<file path="config.mk">
export PLATFORM = sky130hd
export DESIGN_NAME = multi_blink_generator_flat
export DESIGN_NICKNAME = d
export VERILOG_FILES = /design/src/rtl/multi_blink_pkg.sv /design/src/rtl/multi_blink_generator_if.sv /design/src/rtl/blink_channel.sv /design/src/rtl/multi_blink_generator.sv /design/src/flat_wrapper.sv
export SDC_FILE = /design/constraint.sdc
export NUM_CORES = 1
export LEC_CHECK = 0
export CAP_MARGIN = 0
export CELL_PAD_IN_SITES_DETAIL_PLACEMENT = 0
export CELL_PAD_IN_SITES_GLOBAL_PLACEMENT = 1
export CORE_MARGIN = 10
export CORE_UTILIZATION = 45
export CTS_CLUSTER_SIZE = 14
export DETAILED_ROUTE_END_ITERATION = 7
export PLACE_DENSITY = 0.86
export SYNTH_ARGS = -nofsm -noshare
export SYNTH_HDL_FRONTEND = slang
export SYNTH_SLANG_ARGS = --single-unit
</file>
<file path="constraint.sdc">
create_clock -name clk -period 3.85 [get_ports clk]
set_input_delay 0.5775 -clock clk [delete_from_list [all_inputs] [get_ports clk]]
set_output_delay 0.5775 -clock clk [all_outputs]
set_load 0.01 [all_outputs]
</file>
<file path="src/rtl/multi_blink_pkg.sv">
// ----------------------------------------------------------------------------
// multi_blink_pkg
// Shared definitions for the multi-channel blink generator:
//   - MODE_* : encoding of the cfg_mode field
//   - ch_state_e : per-channel FSM state
//   - clamp_min1 : maps a length of 0 to 1 (zero-length phases run one tick)
// Optional build macro used by the users of this package: MULTI_BLINK_SYNC_EN.
// ----------------------------------------------------------------------------
package multi_blink_pkg;

    localparam logic [1:0] MODE_OFF   = 2'd0;
    localparam logic [1:0] MODE_SOLID = 2'd1;
    localparam logic [1:0] MODE_BLINK = 2'd2;
    localparam logic [1:0] MODE_BURST = 2'd3;

    typedef enum logic [1:0] {
        StIdle,
        StSolid,
        StPhOn,
        StPhOff
    } ch_state_e;

    // Callers zero-extend narrower fields to 32 bits and truncate the result back.
    function automatic logic [31:0] clamp_min1(input logic [31:0] value);
        return (value == 32'd0) ? 32'd1 : value;
    endfunction

endpackage

</file>
<file path="src/rtl/multi_blink_generator_if.sv">
// ----------------------------------------------------------------------------
// multi_blink_generator_if
// Configuration write port of the multi-channel blink generator.
//   cfg_valid / cfg_ready : write handshake, one write per cycle when both high
//   cfg_ch                : target channel index
//   cfg_mode              : 0 OFF, 1 SOLID, 2 BLINK, 3 BURST
//   cfg_on_ticks          : on-phase length in base ticks
//   cfg_off_ticks         : off-phase length in base ticks
//   cfg_burst             : flash count for BURST
//   cfg_err               : one-cycle pulse after a write to a non-existent channel
// Modports: master (configuring FSM), slave (blink generator).
// ----------------------------------------------------------------------------
interface multi_blink_generator_if #(
    parameter int unsigned NUM_CH  = 4,
    parameter int unsigned CNT_W   = 16,
    parameter int unsigned BURST_W = 8
);
    localparam int unsigned CH_W = (NUM_CH > 1) ? $clog2(NUM_CH) : 1;

    logic               cfg_valid;
    logic               cfg_ready;
    logic [CH_W-1:0]    cfg_ch;
    logic [1:0]         cfg_mode;
    logic [CNT_W-1:0]   cfg_on_ticks;
    logic [CNT_W-1:0]   cfg_off_ticks;
    logic [BURST_W-1:0] cfg_burst;
    logic               cfg_err;

    modport master (
        output cfg_valid, cfg_ch, cfg_mode, cfg_on_ticks, cfg_off_ticks, cfg_burst,
        input  cfg_ready, cfg_err
    );

    modport slave (
        input  cfg_valid, cfg_ch, cfg_mode, cfg_on_ticks, cfg_off_ticks, cfg_burst,
        output cfg_ready, cfg_err
    );

endinterface

</file>
<file path="src/rtl/blink_channel.sv">
// ----------------------------------------------------------------------------
// blink_channel
// One output channel: FSM (IDLE / SOLID / PH_ON / PH_OFF) with a phase counter
// counting base ticks and a burst counter counting completed flashes.
// Ports:
//   clk, reset_n   : clock, asynchronous active-low reset
//   base_tick      : shared prescaler tick
//   load           : accepted write for this channel (sampled config below)
//   sync           : realign strobe (only with MULTI_BLINK_SYNC_EN defined)
//   mode, on_ticks, off_ticks, burst : configuration fields
//   blink_out      : registered lamp output (SOLID or PH_ON)
//   busy           : registered, channel not IDLE
//   burst_done     : registered one-cycle pulse when the last flash ends
// ----------------------------------------------------------------------------
module blink_channel
    import multi_blink_pkg::*;
#(
    parameter int unsigned CNT_W   = 16,
    parameter int unsigned BURST_W = 8
) (
    input  logic               clk,
    input  logic               reset_n,
    input  logic               base_tick,
    input  logic               load,
`ifdef MULTI_BLINK_SYNC_EN
    input  logic               sync,
`endif
    input  logic [1:0]         mode,
    input  logic [CNT_W-1:0]   on_ticks,
    input  logic [CNT_W-1:0]   off_ticks,
    input  logic [BURST_W-1:0] burst,
    output logic               blink_out,
    output logic               busy,
    output logic               burst_done
);

    ch_state_e          state_q, state_d;
    logic [CNT_W-1:0]   phase_cnt_q, phase_cnt_d;
    logic [BURST_W-1:0] burst_cnt_q, burst_cnt_d;
    logic [CNT_W-1:0]   on_len_q, on_len_d;
    logic [CNT_W-1:0]   off_len_q, off_len_d;
    logic [1:0]         mode_q, mode_d;
    logic               done_d;
    logic               blink_q, blink_d;
    logic               busy_q, busy_d;
    logic               done_q;

    // State register
    always_ff @(posedge clk or negedge reset_n) begin
        if (!reset_n) begin
            state_q     <= StIdle;
            phase_cnt_q <= '0;
            burst_cnt_q <= '0;
            on_len_q    <= CNT_W'(1);
            off_len_q   <= CNT_W'(1);
            mode_q      <= MODE_OFF;
            blink_q     <= 1'b0;
            busy_q      <= 1'b0;
            done_q      <= 1'b0;
        end else begin
            state_q     <= state_d;
            phase_cnt_q <= phase_cnt_d;
            burst_cnt_q <= burst_cnt_d;
            on_len_q    <= on_len_d;
            off_len_q   <= off_len_d;
            mode_q      <= mode_d;
            blink_q     <= blink_d;
            busy_q      <= busy_d;
            done_q      <= done_d;
        end
    end

    // Next-state: a write beats sync, which beats the tick-driven phase advance.
    always_comb begin
        state_d     = state_q;
        phase_cnt_d = phase_cnt_q;
        burst_cnt_d = burst_cnt_q;
        on_len_d    = on_len_q;
        off_len_d   = off_len_q;
        mode_d      = mode_q;
        done_d      = 1'b0;

        if (load) begin
            on_len_d    = CNT_W'(clamp_min1(32'(on_ticks)));
            off_len_d   = CNT_W'(clamp_min1(32'(off_ticks)));
            mode_d      = mode;
            burst_cnt_d = burst;
            phase_cnt_d = on_len_d;
            unique case (mode)
                MODE_OFF:   state_d = StIdle;
                MODE_SOLID: state_d = StSolid;
                MODE_BLINK: state_d = StPhOn;
                MODE_BURST: state_d = (burst == '0) ? StIdle : StPhOn;
                default:    state_d = StIdle;
            endcase
        end
`ifdef MULTI_BLINK_SYNC_EN
        else if (sync && (state_q == StPhOn || state_q == StPhOff)) begin
            state_d     = StPhOn;
            phase_cnt_d = on_len_q;
        end
`endif
        else if (base_tick) begin
            case (state_q)
                StPhOn: begin
                    if (phase_cnt_q == CNT_W'(1)) begin
                        state_d     = StPhOff;
                        phase_cnt_d = off_len_q;
                    end else begin
                        phase_cnt_d = phase_cnt_q - CNT_W'(1);
                    end
                end
                StPhOff: begin
                    if (phase_cnt_q == CNT_W'(1)) begin
                        if (mode_q == MODE_BURST) begin
                            burst_cnt_d = burst_cnt_q - BURST_W'(1);
                            if (burst_cnt_q == BURST_W'(1)) begin
                                state_d = StIdle;
                                done_d  = 1'b1;
                            end else begin
                                state_d     = StPhOn;
                                phase_cnt_d = on_len_q;
                            end
                        end else begin
                            state_d     = StPhOn;
                            phase_cnt_d = on_len_q;
                        end
                    end else begin
                        phase_cnt_d = phase_cnt_q - CNT_W'(1);
                    end
                end
                default: ;
            endcase
        end
    end

    // Outputs are decoded from the next state and registered, giving 1 clk latency.
    always_comb begin
        blink_d = (state_d == StSolid) || (state_d == StPhOn);
        busy_d  = (state_d != StIdle);
    end

    assign blink_out  = blink_q;
    assign busy       = busy_q;
    assign burst_done = done_q;

endmodule

</file>
<file path="src/rtl/multi_blink_generator.sv">
// ----------------------------------------------------------------------------
// multi_blink_generator
// NUM_CH independent lamp channels (OFF / SOLID / BLINK / BURST) sharing one
// free-running prescaler that produces the base tick.
// Ports:
//   clk, reset_n : clock, asynchronous active-low reset
//   sync_pulse   : realigns all blinking channels and clears the prescaler
//                  (present only when MULTI_BLINK_SYNC_EN is defined)
//   cfg          : configuration write port (multi_blink_generator_if.slave)
//   blink_out    : registered lamp outputs, one per channel
//   busy         : channel is in SOLID, PH_ON or PH_OFF
//   burst_done   : one-cycle pulse per channel when a burst completes
// Optional build macro: MULTI_BLINK_SYNC_EN.
// ----------------------------------------------------------------------------
module multi_blink_generator
    import multi_blink_pkg::*;
#(
    parameter int unsigned NUM_CH   = 4,
    parameter int unsigned CNT_W    = 16,
    parameter int unsigned BURST_W  = 8,
    parameter int unsigned PRESCALE = 50_000
) (
    input  logic                  clk,
    input  logic                  reset_n,
`ifdef MULTI_BLINK_SYNC_EN
    input  logic                  sync_pulse,
`endif
    multi_blink_generator_if.slave cfg,
    output logic [NUM_CH-1:0]     blink_out,
    output logic [NUM_CH-1:0]     busy,
    output logic [NUM_CH-1:0]     burst_done
);

    localparam int unsigned CH_W = (NUM_CH > 1) ? $clog2(NUM_CH) : 1;
    localparam int unsigned PS_W = (PRESCALE > 1) ? $clog2(PRESCALE) : 1;

    // Prescaler: counts 0..PRESCALE-1; the tick is the wrap cycle.
    logic [PS_W-1:0] prescale_q, prescale_d;
    logic            base_tick;

    assign base_tick = (prescale_q == PS_W'(PRESCALE - 1));

    always_comb begin
        prescale_d = base_tick ? '0 : prescale_q + PS_W'(1);
`ifdef MULTI_BLINK_SYNC_EN
        if (sync_pulse) begin
            prescale_d = '0;
        end
`endif
    end

    always_ff @(posedge clk or negedge reset_n) begin
        if (!reset_n) begin
            prescale_q <= '0;
        end else begin
            prescale_q <= prescale_d;
        end
    end

    // Write decode
    logic accept;
    logic ch_ok;
    logic err_q;

    assign cfg.cfg_ready = reset_n;
    assign accept        = cfg.cfg_valid && cfg.cfg_ready;
    // One extra bit so NUM_CH itself is representable when it is a power of two.
    assign ch_ok         = {1'b0, cfg.cfg_ch} < (CH_W + 1)'(NUM_CH);

    always_ff @(posedge clk or negedge reset_n) begin
        if (!reset_n) begin
            err_q <= 1'b0;
        end else begin
            err_q <= accept && !ch_ok;
        end
    end

    assign cfg.cfg_err = err_q;

    for (genvar i = 0; i < NUM_CH; i++) begin : g_ch
        logic load;

        assign load = accept && ch_ok && (cfg.cfg_ch == CH_W'(i));

        blink_channel #(
            .CNT_W   (CNT_W),
            .BURST_W (BURST_W)
        ) u_channel (
            .clk        (clk),
            .reset_n    (reset_n),
            .base_tick  (base_tick),
            .load       (load),
`ifdef MULTI_BLINK_SYNC_EN
            .sync       (sync_pulse),
`endif
            .mode       (cfg.cfg_mode),
            .on_ticks   (cfg.cfg_on_ticks),
            .off_ticks  (cfg.cfg_off_ticks),
            .burst      (cfg.cfg_burst),
            .blink_out  (blink_out[i]),
            .busy       (busy[i]),
            .burst_done (burst_done[i])
        );
    end

endmodule

</file>
<file path="src/flat_wrapper.sv">
// flat-port wrapper written by rule: the top's interface ports become plain ports
module multi_blink_generator_flat import multi_blink_pkg::*;
#(
    parameter int unsigned NUM_CH   = 4,
    parameter int unsigned CNT_W    = 16,
    parameter int unsigned BURST_W  = 8,
    parameter int unsigned PRESCALE = 50_000
)
  (clk, reset_n, blink_out, busy, burst_done, cfg_cfg_valid, cfg_cfg_ch, cfg_cfg_mode, cfg_cfg_on_ticks, cfg_cfg_off_ticks, cfg_cfg_burst, cfg_cfg_ready, cfg_cfg_err);
  multi_blink_generator_if #(.NUM_CH(NUM_CH), .CNT_W(CNT_W), .BURST_W(BURST_W)) cfg_i ();
  input  logic clk;
  input  logic reset_n;
  output logic [NUM_CH-1:0] blink_out;
  output logic [NUM_CH-1:0] busy;
  output logic [NUM_CH-1:0] burst_done;
  input wire logic [$bits(cfg_i.cfg_valid)-1:0] cfg_cfg_valid;
  input wire logic [$bits(cfg_i.cfg_ch)-1:0] cfg_cfg_ch;
  input wire logic [$bits(cfg_i.cfg_mode)-1:0] cfg_cfg_mode;
  input wire logic [$bits(cfg_i.cfg_on_ticks)-1:0] cfg_cfg_on_ticks;
  input wire logic [$bits(cfg_i.cfg_off_ticks)-1:0] cfg_cfg_off_ticks;
  input wire logic [$bits(cfg_i.cfg_burst)-1:0] cfg_cfg_burst;
  output wire logic [$bits(cfg_i.cfg_ready)-1:0] cfg_cfg_ready;
  output wire logic [$bits(cfg_i.cfg_err)-1:0] cfg_cfg_err;
  assign cfg_i.cfg_valid = cfg_cfg_valid;
  assign cfg_i.cfg_ch = cfg_cfg_ch;
  assign cfg_i.cfg_mode = cfg_cfg_mode;
  assign cfg_i.cfg_on_ticks = cfg_cfg_on_ticks;
  assign cfg_i.cfg_off_ticks = cfg_cfg_off_ticks;
  assign cfg_i.cfg_burst = cfg_cfg_burst;
  assign cfg_cfg_ready = cfg_i.cfg_ready;
  assign cfg_cfg_err = cfg_i.cfg_err;
  multi_blink_generator #(.NUM_CH(NUM_CH), .CNT_W(CNT_W), .BURST_W(BURST_W), .PRESCALE(PRESCALE)) u_core (.clk(clk), .reset_n(reset_n), .cfg(cfg_i), .blink_out(blink_out), .busy(busy), .burst_done(burst_done));
endmodule
</file>
==> out/summary.md <==
The logs give 0.468 for the sequential share of the synthesized area and 0 for the synthesis warning total. The worst setup path is captured at a flop. The kind of cell adding the most delay to the critical path was simple AND/OR/NAND/NOR gates.

Transition at the pin with the smallest max-transition slack: 1.03 ns. Traced cell by cell, the critical path runs through or4_1, nor3_1, nand2_1, o21bai_1, o211ai_1. The tool flagged a number of max-cap violations equal to 0. A synthesized cell averages 8.75 um^2. At the end of routability-driven placement, the weighted congestion stood at 0.874. The count of cell instances traversed by the critical path came out at 5. The flow ran to the end, and the final reports show no timing, DRC or antenna violations. The repair_antennas step left the layout with diodes totalling 0.

Post-CTS timing repair inserted 0 buffers for setup. The global-route usage over all layers was 0.214; the achievable clock frequency was 342 MHz. For the final routed database, the setup TNS stands at 0 ns. For the initial standard-cell utilization of the core, the log shows 0.456. The via count of the first global-routing pass came out at 12000. Synthesized flop and latch total: 268.

The worst endpoint data arrival time was 3.31 ns; the multi-input combinational cell area was 0.00705 mm^2. TritonCTS built the clock tree. The critical path ends at u_core.g_ch[1].u_channel.phase_cnt_q[3]. The logic depth of the worst register-to-register path is 5, and the first-pass GRT wire length is 67300 um. The logs give 61 for the number of placed I/O pins and 0 for the number of nets with antenna violations after detailed routing. The minimum clock period after layout came out at 2.92 ns. The analysis attributes to cell leakage a power of 0.00740 uW.

The worst-case headroom to the max-slew limit is 0.307. The worst-case IR drop observed on VDD is 0.421 mV. The total via count after detailed routing was 12400; the final critical-path share of the clock period was 0.759. Total number of clock tree sinks: 268. The number of DRC violations after detailed-routing iteration 0 is 1191.

Detailed placement ended at an HPWL of 28100 um. Worst setup slack for register-to-register paths: 0.93 ns. In the routed layout, each cell is associated on average with a via count of 5.92. The die is 199 um tall.

The number of optimization iterations in the first detailed-route pass was 5; the number of remaining DRC errors was 0. Dividing the detail-routed wire length by the instance count gives 20.3 um. Clock latency of the later-clocked register in the worst-skew pair: 0.57 ns. For this design, the slowest cell found on the critical path is sky130_fd_sc_hd__o21bai_1. Summing every instance area after synthesis gives 0.0144 mm^2. After clock tree synthesis, the clock-pin slew on the worst setup and hold paths is 0.06 ns. The run gives 0 as the final number of hold-violating endpoints.

The number of fill cells in the layout was 2917; the area of all sequential standard cells was 0.00672 mm^2. The launch point of the worst reg-to-reg path was u_core.g_ch[1].u_channel.phase_cnt_q[10]. The number of nets in the synthesized netlist is 1709.

The path class of the tightest hold or removal check is input port to asynchronous set/reset pin. The launching instance or port of the critical path was u_core.g_ch[1].u_channel.phase_cnt_q[10]. The number of enable flip-flop cells after synthesis was 0; the overall power was 8610 uW. The most used flip-flop cell after synthesis is sky130_fd_sc_hd__dfrtp_1. Of all nets on the critical path, the largest fanout is 9. The number of H-tree branching levels was 1; the placeable core area was 0.0315 mm^2. No sink is reached through more buffers than the 3 on the longest clock path. The count of input and output buffers works out to 59. The layout-stage area growth over the synthesis result came out at 14.5%. For this run, the slowest stage of the critical path takes 0.73 ns.

The worst setup path category was flop to flop. The number of pins exceeding their max-slew limit in the final report was 0; the total routed wirelength was 42700 um. The floorplan step set the die width to 199 um.

The post-synthesis cell count is 1641. The total power divided by cell area is 524 mW/mm^2. Summing all non-filler instances in the final layout gives an area of 0.0164 mm^2.

Site row count: 65. The async set-reset flop share out of synthesis came out at 1.00. The initial antenna violation count is 1.

The total overflow left after global routing is 0. The instance area at placement is 0.0154 mm^2. Setup repair after global routing left no endpoint under its margin. The final layout contains 1741 nets. Pin count of the biggest net entering global routing: 75. The share of layout cells above drive strength 1 is 0.0831, and the critical path data required time is 4.24 ns. The critical path contains buffers and inverters numbering 0 combined.

The worst setup path is launched from a flop. The die covers 0.0394 mm^2. In this run the clock root is driven by a sky130_fd_sc_hd__clkbuf_16. The number of buffers created by CTS was 30. The synthesized netlist contains 67 unique library cells. On the final layout, the worst clock skew is 0.0202 ns.

The count of endpoints failing setup in the final report came out at 0. In this run the critical register-to-register path is captured at u_core.g_ch[1].u_channel.phase_cnt_q[3].
-- power by group --
group          internal (uW)  switching [uW]
clock                   1810            1170
sequential              3370             510
combinational            800             958
-- kinds of logic (layout without fill, tap and decap cells) --
logic type                 after synthesis  in the layout  share of synthesized area
DFF                                    268            268                      0.468
buffers and inverters                  145            201                     0.0428
AOI/OAI and AO/OA                      262            262                      0.119
muxes                                   56             56                     0.0398
other                                    1              1                   0.000261
xor gates and xnor gates                76             76                     0.0464
and+or+nand+nor                        812            812                      0.265
adders and majority gates               21             21                     0.0183
-- final cells by class --
| type | count | area share |
|---|---|---|
| clock buffer | 47 | 0.0576 |
| timing repair buffer | 108 | 0.0595 |
| sequential | 268 | 0.409 |
| inverter | 37 | 0.00845 |
| multi-input combinational | 1228 | 0.429 |
| clock inverter | 9 | 0.00594 |
| tap | 402 | 0.0306 |
-- layout by cell type (no fill, tap or decap), types with 6 or more instances in the layout --
cell type                         count
sky130_fd_sc_hd__nand2_1            442
sky130_fd_sc_hd__dfrtp_1            260
sky130_fd_sc_hd__nand3_1             76
sky130_fd_sc_hd__nor3_1              67
sky130_fd_sc_hd__clkdlybuf4s50_1     58
sky130_fd_sc_hd__o21ai_0             57
sky130_fd_sc_hd__nor2_1              56
sky130_fd_sc_hd__mux2i_1             48
sky130_fd_sc_hd__xnor2_1             47
sky130_fd_sc_hd__buf_4               47
sky130_fd_sc_hd__a21oi_1             46
sky130_fd_sc_hd__a31oi_1             45
sky130_fd_sc_hd__inv_1               37
sky130_fd_sc_hd__nand4_1             32
sky130_fd_sc_hd__clkbuf_16           31
sky130_fd_sc_hd__xor2_1              29
sky130_fd_sc_hd__nor4_1              28
sky130_fd_sc_hd__o211ai_1            22
sky130_fd_sc_hd__ha_1                21
sky130_fd_sc_hd__o31ai_1             17
sky130_fd_sc_hd__and3_1              16
sky130_fd_sc_hd__a21o_1              15
sky130_fd_sc_hd__or4_1               14
sky130_fd_sc_hd__and2_1              12
sky130_fd_sc_hd__and4_1              11
sky130_fd_sc_hd__or3_1               11
sky130_fd_sc_hd__clkbuf_8            11
sky130_fd_sc_hd__o221ai_1             9
sky130_fd_sc_hd__o21a_1               8
sky130_fd_sc_hd__mux2_2               8
sky130_fd_sc_hd__dfstp_2              8
sky130_fd_sc_hd__nor3b_1              6
sky130_fd_sc_hd__nor4_2               6
sky130_fd_sc_hd__o41ai_1              6
sky130_fd_sc_hd__clkinv_2             6
-- metal layers --
layer / share of wire / track usage
met2: 0.45 / 0.335
met3: 0.074 / 0.0384
met5: 0 / 0
met1: 0.45 / 0.297
met4: 0.028 / 0.0630
-- cell usage after synthesis, types with 8 or more instances --
master                       n  area [um^2]
sky130_fd_sc_hd__o211ai_1   22          165
sky130_fd_sc_hd__buf_4      14          105
sky130_fd_sc_hd__nor3_1     69          345
sky130_fd_sc_hd__nor4_1     28          175
sky130_fd_sc_hd__xor2_1     29          254
sky130_fd_sc_hd__o21a_1      8         60.1
sky130_fd_sc_hd__dfstp_2     8          210
sky130_fd_sc_hd__and3_1     16          100
sky130_fd_sc_hd__mux2_2      8         90.1
sky130_fd_sc_hd__xnor2_1    47          412
sky130_fd_sc_hd__clkbuf_1   78          293
sky130_fd_sc_hd__a21oi_1    46          230
sky130_fd_sc_hd__nand2_1   442         1660
sky130_fd_sc_hd__nor2_1     58          218
sky130_fd_sc_hd__a21o_1     15          113
sky130_fd_sc_hd__dfrtp_1   260         6510
sky130_fd_sc_hd__mux2i_1    48          480
sky130_fd_sc_hd__and2_1     12         75.1
sky130_fd_sc_hd__or4_1      14          105
sky130_fd_sc_hd__o21ai_0    57          285
sky130_fd_sc_hd__inv_1      37          139
sky130_fd_sc_hd__a31oi_1    45          282
sky130_fd_sc_hd__and4_1     11         96.3
sky130_fd_sc_hd__or3_1      12         75.1
sky130_fd_sc_hd__o31ai_1    17          128
sky130_fd_sc_hd__o221ai_1    9         78.8
sky130_fd_sc_hd__nand3_1    76          380
sky130_fd_sc_hd__buf_2       8         40.0
sky130_fd_sc_hd__nand4_1    32          200
sky130_fd_sc_hd__ha_1       21          263
-- state kept, by name, indices dropped and copies added, names as in the netlist, 8 cells and up --
signal / flops
u_core.g_ch.u_channel.state_q: 8
u_core.g_ch.u_channel.phase_cnt_q: 64
u_core.g_ch.u_channel.mode_q: 8
u_core.g_ch.u_channel.off_len_q: 64
u_core.g_ch.u_channel.burst_cnt_q: 32
u_core.prescale_q: 16
u_core.g_ch.u_channel.on_len_q: 64
-- how the worst min path moves through the flow --
stage                                                          to  cells after the start  slack [ns]  startpoint
after floorplan                u_core.g_ch[0].u_channel.blink_out                      0        0.28     reset_n
after global placement    u_core.g_ch[2].u_channel.burst_cnt_q[2]                      1        0.40     reset_n
after detailed placement  u_core.g_ch[2].u_channel.burst_cnt_q[2]                      1        0.40     reset_n
after CTS                 u_core.g_ch[2].u_channel.burst_cnt_q[0]                      2        0.41     reset_n
after global routing      u_core.g_ch[2].u_channel.burst_cnt_q[2]                      2        0.44     reset_n
final                     u_core.g_ch[2].u_channel.burst_cnt_q[2]                      2        0.43     reset_n
-- per-stage QoR --
step | utilization | instances | hold slack, ns | setup WS (ns)
2_1_floorplan | - | 1641 | 0.282 | 1.18
3_3_place_gp | 0.489 | 2042 | 0.400 | 1.00
6_report | 0.522 | 2099 | 0.427 | 0.928
4_1_cts | 0.522 | 2099 | 0.414 | 0.970
5_1_grt | 0.522 | 2099 | 0.441 | 0.707
3_5_place_dp | 0.489 | 2042 | 0.400 | 0.978
-- worst reg2reg max path: cells and delay by family, from the launching register on --
| family | cells | cell delay [ns] |
|---|---|---|
| compound gates | 2 | 0.93 |
| simple gates | 3 | 1.37 |
| flops | 1 | 0.45 |
-- what timing repair did --
item	4_1_cts	5_1_grt
endpoints found under the setup margin	0	0
hold buffers	1	0
endpoints found under the hold margin	10	0
resized for setup	0	0
(Power assumes the default switching activity.)
==> edit 1, RTL diff (config.mk and constraints unchanged) <==
`PRESCALE` is set to 50_000 in 2 places; all go to 100_000.
--- a/src/rtl/multi_blink_generator.sv
+++ b/src/rtl/multi_blink_generator.sv
@@ -18,7 +18,7 @@
     parameter int unsigned NUM_CH   = 4,
     parameter int unsigned CNT_W    = 16,
     parameter int unsigned BURST_W  = 8,
-    parameter int unsigned PRESCALE = 50_000
+    parameter int unsigned PRESCALE = 100_000
 ) (
     input  logic                  clk,
     input  logic                  reset_n,
--- a/src/flat_wrapper.sv
+++ b/src/flat_wrapper.sv
@@ -4,7 +4,7 @@
     parameter int unsigned NUM_CH   = 4,
     parameter int unsigned CNT_W    = 16,
     parameter int unsigned BURST_W  = 8,
-    parameter int unsigned PRESCALE = 50_000
+    parameter int unsigned PRESCALE = 100_000
 )
   (clk, reset_n, blink_out, busy, burst_done, cfg_cfg_valid, cfg_cfg_ch, cfg_cfg_mode, cfg_cfg_on_ticks, cfg_cfg_off_ticks, cfg_cfg_burst, cfg_cfg_ready, cfg_cfg_err);
   multi_blink_generator_if #(.NUM_CH(NUM_CH), .CNT_W(CNT_W), .BURST_W(BURST_W)) cfg_i ();
Behaviour: same outputs for any inputs over 4 cycles, from zero or initial values and one cycle with reset_n low; that may be too few to reach the edited logic, so the function may still have changed.
==> edit 1 against the unedited design <==
Sequential cell count grew 1. Core utilization up 0.11 points. Final area rose by 0.21%. Synthesized cell count is 1.2% higher. Total power fell by 2.4%. Sequential share of layout area increased by 0.065 points. Setup slack got worse by 0.097 ns. Synthesized area hardly changed. Via count grew 1.4%. Wire length grew 5.2%. Critical endpoint is now u_core.g_ch[1].u_channel.phase_cnt_q[15]. Largest power group unchanged.
==> edit 1: results (changes against the unedited design) <==
| Metric | Value |
|---|---|
| Net Sw Frac | `31.1% (+0.52 points)` |
| Synth Flop Type | `dfrtp_1` |
| TritonCTS Buffers | `31 (+3.3%)` |
| CP max stage delay | `0.76 ns (+0.03 ns)` |
| Top post-synthesis cells by area | `dfrtp_1 (46%), nand2_1 (12%), xor2_1 (2.9%), nand3_1 (2.8%), o21ai_0 (2.6%)` |
| Ratio of cells with drive above 1 in the final layout | `9.19% (+0.88 points)` |
| Met2 WL post-DR | `19.4 mm (+0.65%)` |
| First-pass GRT wire length | `70.4 mm (+4.7%)` |
| Status | `completed` |
| Total GRT Usage | `22.9% (+1.5 points)` |
| Pre-CTS setup slack | `0.863 ns (-0.114 ns)` |
| Worst EP arrival | `3.45 ns (+0.14 ns)` |
| Met2 usage | `34.2% (+0.78 points)` |
| Final Skew | `0.0169 ns (-0.00323 ns)` |
| Lkg Pwr | `7.45 nW (+0.64%)` |
| Slew Limit Headroom | `38.6% (+7.9 points)` |
| Max VDD drop | `0.419 mV (-0.39%)` |
| Max layer used | `met5` |
| DRT met1 WL | `20.2 mm (+5.8%)` |
| Cell count after placement | `2,073 (+1.5%)` |
| Cell variety after synth | `75 (+12%)` |
| Post-DP Area | `15,400 µm² (+0.20%)` |
| Final RePlAce weighted congestion | `0.909 (+3.9%)` |
| Via count | `12,600 (+1.4%)` |
| Nets | `1,773 (+1.8%)` |
| Largest net degree at the start of global routing | `154 (+110%)` |
| Cell count after synthesis | `1,661 (+1.2%)` |
| Synth cell count leaders | `nand2_1 (476), dfrtp_1 (261), nor2_1 (97)` |
| Met3 routed WL | `3.25 mm (+3.4%)` |
| Slowest CP cell | `a21oi_2` |
| Drt pass-1 iters | `6 (+1)` |
| Initial drt markers | `959 (-19%)` |
## edit 1: kinds of logic (layout without fill, tap and decap cells)
family,after synthesis,in the layout,share of synthesized area [%]
AND/OR/NAND/NOR,846,846,27.4
multiplexers,45,45,3.24
other,1,1,0.0262
AO/OA/AOI/OAI,270,270,11.8
adder cells (fa/ha/maj),21,21,1.83
flip-flops,269,269,47.0
buffers and inverters,131,200,3.90
XOR/XNOR,78,78,4.76
## edit 1: cell type report
cell class	count	area [µm²]
fillers	2934	15000
multi-input cells	1261	7050
inverters	29	109
flip-flops and latches	269	6740
clock inverters	19	161
repair buffers	113	1020
clock buffers	39	886
well taps	402	503
## edit 1: timing repair
item | CTS | global route
hold buffers | 1 | 0
buffers inserted | 0 | 0
endpoints found under the hold margin | 11 | 0
## edit 1: worst paths after layout
kind | slack, ns | end | cells after the start | startpoint
max in group asynchronous | 1.51 | u_core.g_ch[0].u_channel.phase_cnt_q[0] | 4 | reset_n
worst min-delay path | 0.43 | u_core.g_ch[2].u_channel.on_len_q[14] | 2 | reset_n
worst max-delay path | 0.83 | u_core.g_ch[1].u_channel.phase_cnt_q[15] | 6 | u_core.prescale_q[5]
worst max register to register | 0.83 | u_core.g_ch[1].u_channel.phase_cnt_q[15] | 6 | u_core.prescale_q[5]
min in group clk | 0.46 | u_core.prescale_q[0] | 1 | u_core.prescale_q[0]
worst min register to register | 0.46 | u_core.prescale_q[0] | 1 | u_core.prescale_q[0]
## edit 1: power by group through the flow
stage          registers [W]  clock network, W  logic [W]
6_report             0.00387           0.00300    0.00154
5_1_grt              0.00394           0.00317    0.00174
4_1_cts              0.00386           0.00304    0.00154
3_5_place_dp         0.00390                 0    0.00153
3_3_place_gp         0.00388                 0    0.00149
2_1_floorplan        0.00372                 0    0.00111
==> edit 2, RTL diff (same flow settings) <==
Without the edit above. Make the reset (`reset_n`) synchronous in 3 clocked blocks. Comments in the files are not updated.
--- a/src/rtl/blink_channel.sv
+++ b/src/rtl/blink_channel.sv
@@ -46,7 +46,7 @@
     logic               done_q;
 
     // State register
-    always_ff @(posedge clk or negedge reset_n) begin
+    always_ff @(posedge clk) begin
         if (!reset_n) begin
             state_q     <= StIdle;
             phase_cnt_q <= '0;
--- a/src/rtl/multi_blink_generator.sv
+++ b/src/rtl/multi_blink_generator.sv
@@ -49,7 +49,7 @@
 `endif
     end
 
-    always_ff @(posedge clk or negedge reset_n) begin
+    always_ff @(posedge clk) begin
         if (!reset_n) begin
             prescale_q <= '0;
         end else begin
@@ -67,7 +67,7 @@
     // One extra bit so NUM_CH itself is representable when it is a power of two.
     assign ch_ok         = {1'b0, cfg.cfg_ch} < (CH_W + 1)'(NUM_CH);
 
-    always_ff @(posedge clk or negedge reset_n) begin
+    always_ff @(posedge clk) begin
         if (!reset_n) begin
             err_q <= 1'b0;
         end else begin
Check against the original RTL: differs if reset_n is asserted again (counterexample within 4 cycles, from zero or initial values and one cycle with reset_n low); with reset_n held inactive, the same outputs for 4 cycles.
==> edit 2 against the unedited design <==
Via count grew 1.7%. Setup slack lost 0.30 ns. Synthesized area shrank 7.2%. Sequential cell count is the same. Wire length grew 2.6%. Die area shrank 6.5%. Final area shrank 6.5%.
Power is not compared: it rests on default switching activity, and its combinational part moved more than twofold at a synthesized area within 25%.
==> edit 2: results (changes against the unedited design) <==
| Metric | Value |
|---|---|
| Synth Flop Type | `dfxtp_1` |
| Final Skew | `0.0189 ns (-0.00126 ns)` |
| Post-DP Area | `14,400 µm² (-6.6%)` |
| Status | `completed` |
| Min-delay worst type | `in -> reg` |
| Total GRT Usage | `23.3% (+1.8 points)` |
| Top post-synthesis cells by area | `dfxtp_1 (40%), nand2_1 (8.4%), nand3_1 (5.1%), o21ai_0 (3.6%), clkbuf_1 (3.0%)` |
| Cell variety after synth | `69 (+3.0%)` |
| Initial antenna violation count | `4 (+3)` |
| Sequential area share after synthesis | `40.3% (-6.5 points)` |
| Post-synthesis compound-gate area fraction | `16.7% (+4.8 points)` |
| TritonCTS Buffers | `31 (+3.3%)` |
| Synthesized-area fraction occupied by adder cells | `1.97% (+0.14 points)` |
| Drt pass-1 iters | `5 (unchanged)` |
| Number of global-route vias before repair | `12,100 (+0.24%)` |
| CP Max Fanout | `14 (+5)` |
| Mux contribution to synthesized area | `3.18% (-0.80 points)` |
| Slew Viols, Final | `0 (unchanged)` |
| Synth cell count leaders | `nand2_1 (297), dfxtp_1 (268), nand3_1 (136)` |
| Dpl hpwl | `29.0 mm (+3.2%)` |
| Ratio of cells with drive above 1 in the final layout | `8.26% (-0.049 points)` |
| Worst EP arrival | `3.72 ns (+0.41 ns)` |
| Fill cell count | `2,778 (-4.8%)` |
| Final RePlAce weighted congestion | `0.917 (+4.9%)` |
| Routed WL | `43.8 mm (+2.6%)` |
| Post-Synth XOR/XNOR Area | `4.67% (+0.031 points)` |
| First-pass GRT wire length | `68.2 mm (+1.4%)` |
| Largest net degree at the start of global routing | `70 (-6.7%)` |
| Initial drt markers | `1,152 (-3.3%)` |
| Vias/cell | `6.07 (+2.6%)` |
| Syn_nets | `1,719 (+0.59%)` |
[edit 2: cell types whose count changed after synthesis, sizes merged, moves of 17 or more]
cell / change
a22o: +31
a31oi: -33
a32oi: +27
clkbuf: +27
dfrtp: -260
dfxtp: +268
mux2i: -17
nand2: -145
nand3: +60
nor2: +19
nor3: -17
o21ai: +38
[edit 2: layout make-up]
type                    instances  share of cell area [%]
diodes                          1                  0.0163
clock buffers                  46                    5.87
clock inverters                10                   0.692
inverters                      25                   0.611
multi-input cells            1224                    47.9
flip-flops and latches        268                    34.9
well taps                     384                    3.13
repair buffers                122                    6.90
[edit 2: critical path: stages, from the launching register on]
cell	delay, ns
dfxtp_1	0.43
or4b_1	0.50
or4_1	0.82
or4_4	0.73
or4b_1	0.50
a31oi_1	0.16
[edit 2: layer usage]
metal	share of wire [%]	routed length [µm]	track usage [%]	vias up
li1	-	-	-	6004
met1	44	19300	30.7	6050
met2	44	19400	36.3	466
met3	6.6	2900	3.52	114
met4	5.2	2270	11.7	0
met5	0	0	0	-
[edit 2: worst paths after layout]
check	end	from	slack, ns	cells after the start
hold reg to reg	u_core.g_ch[2].u_channel.on_len_q[10]	u_core.g_ch[2].u_channel.on_len_q[10]	0.44	2
hold / removal	u_core.g_ch[3].u_channel.state_q[1]	reset_n	0.41	2
setup reg to reg	u_core.g_ch[0].u_channel.burst_cnt_q[5]	u_core.prescale_q[8]	0.63	5
setup / recovery	u_core.g_ch[0].u_channel.burst_cnt_q[5]	u_core.prescale_q[8]	0.63	5
[edit 2: cell families (layout without fill, tap and decap cells)]
| family | after synthesis | after routing |
|---|---|---|
| other | 1 | 2 |
| AND/OR/NAND/NOR | 768 | 768 |
| AO/OA/AOI/OAI | 322 | 322 |
| XOR/XNOR | 71 | 71 |
| buffers and inverters | 159 | 203 |
| adder cells (fa/ha/maj) | 21 | 21 |
| flip-flops | 268 | 268 |
| multiplexers | 41 | 41 |
[edit 2: power by group]
group / internal, W / switching, W
sequential: 0.00287 / 0.0000882
clock: 0.00174 / 0.00119
combinational: 0.000325 / 0.000473
[edit 2: metrics by stage]
stage	setup WS, ns	cells	util (%)	hold slack, ns
2_1_floorplan	1.11	1651	-	0.414
3_3_place_gp	0.709	2023	49.6	0.426
3_5_place_dp	0.675	2023	49.6	0.433
4_1_cts	0.675	2079	53.1	0.385
5_1_grt	0.584	2079	53.1	0.400
6_report	0.630	2080	53.1	0.406
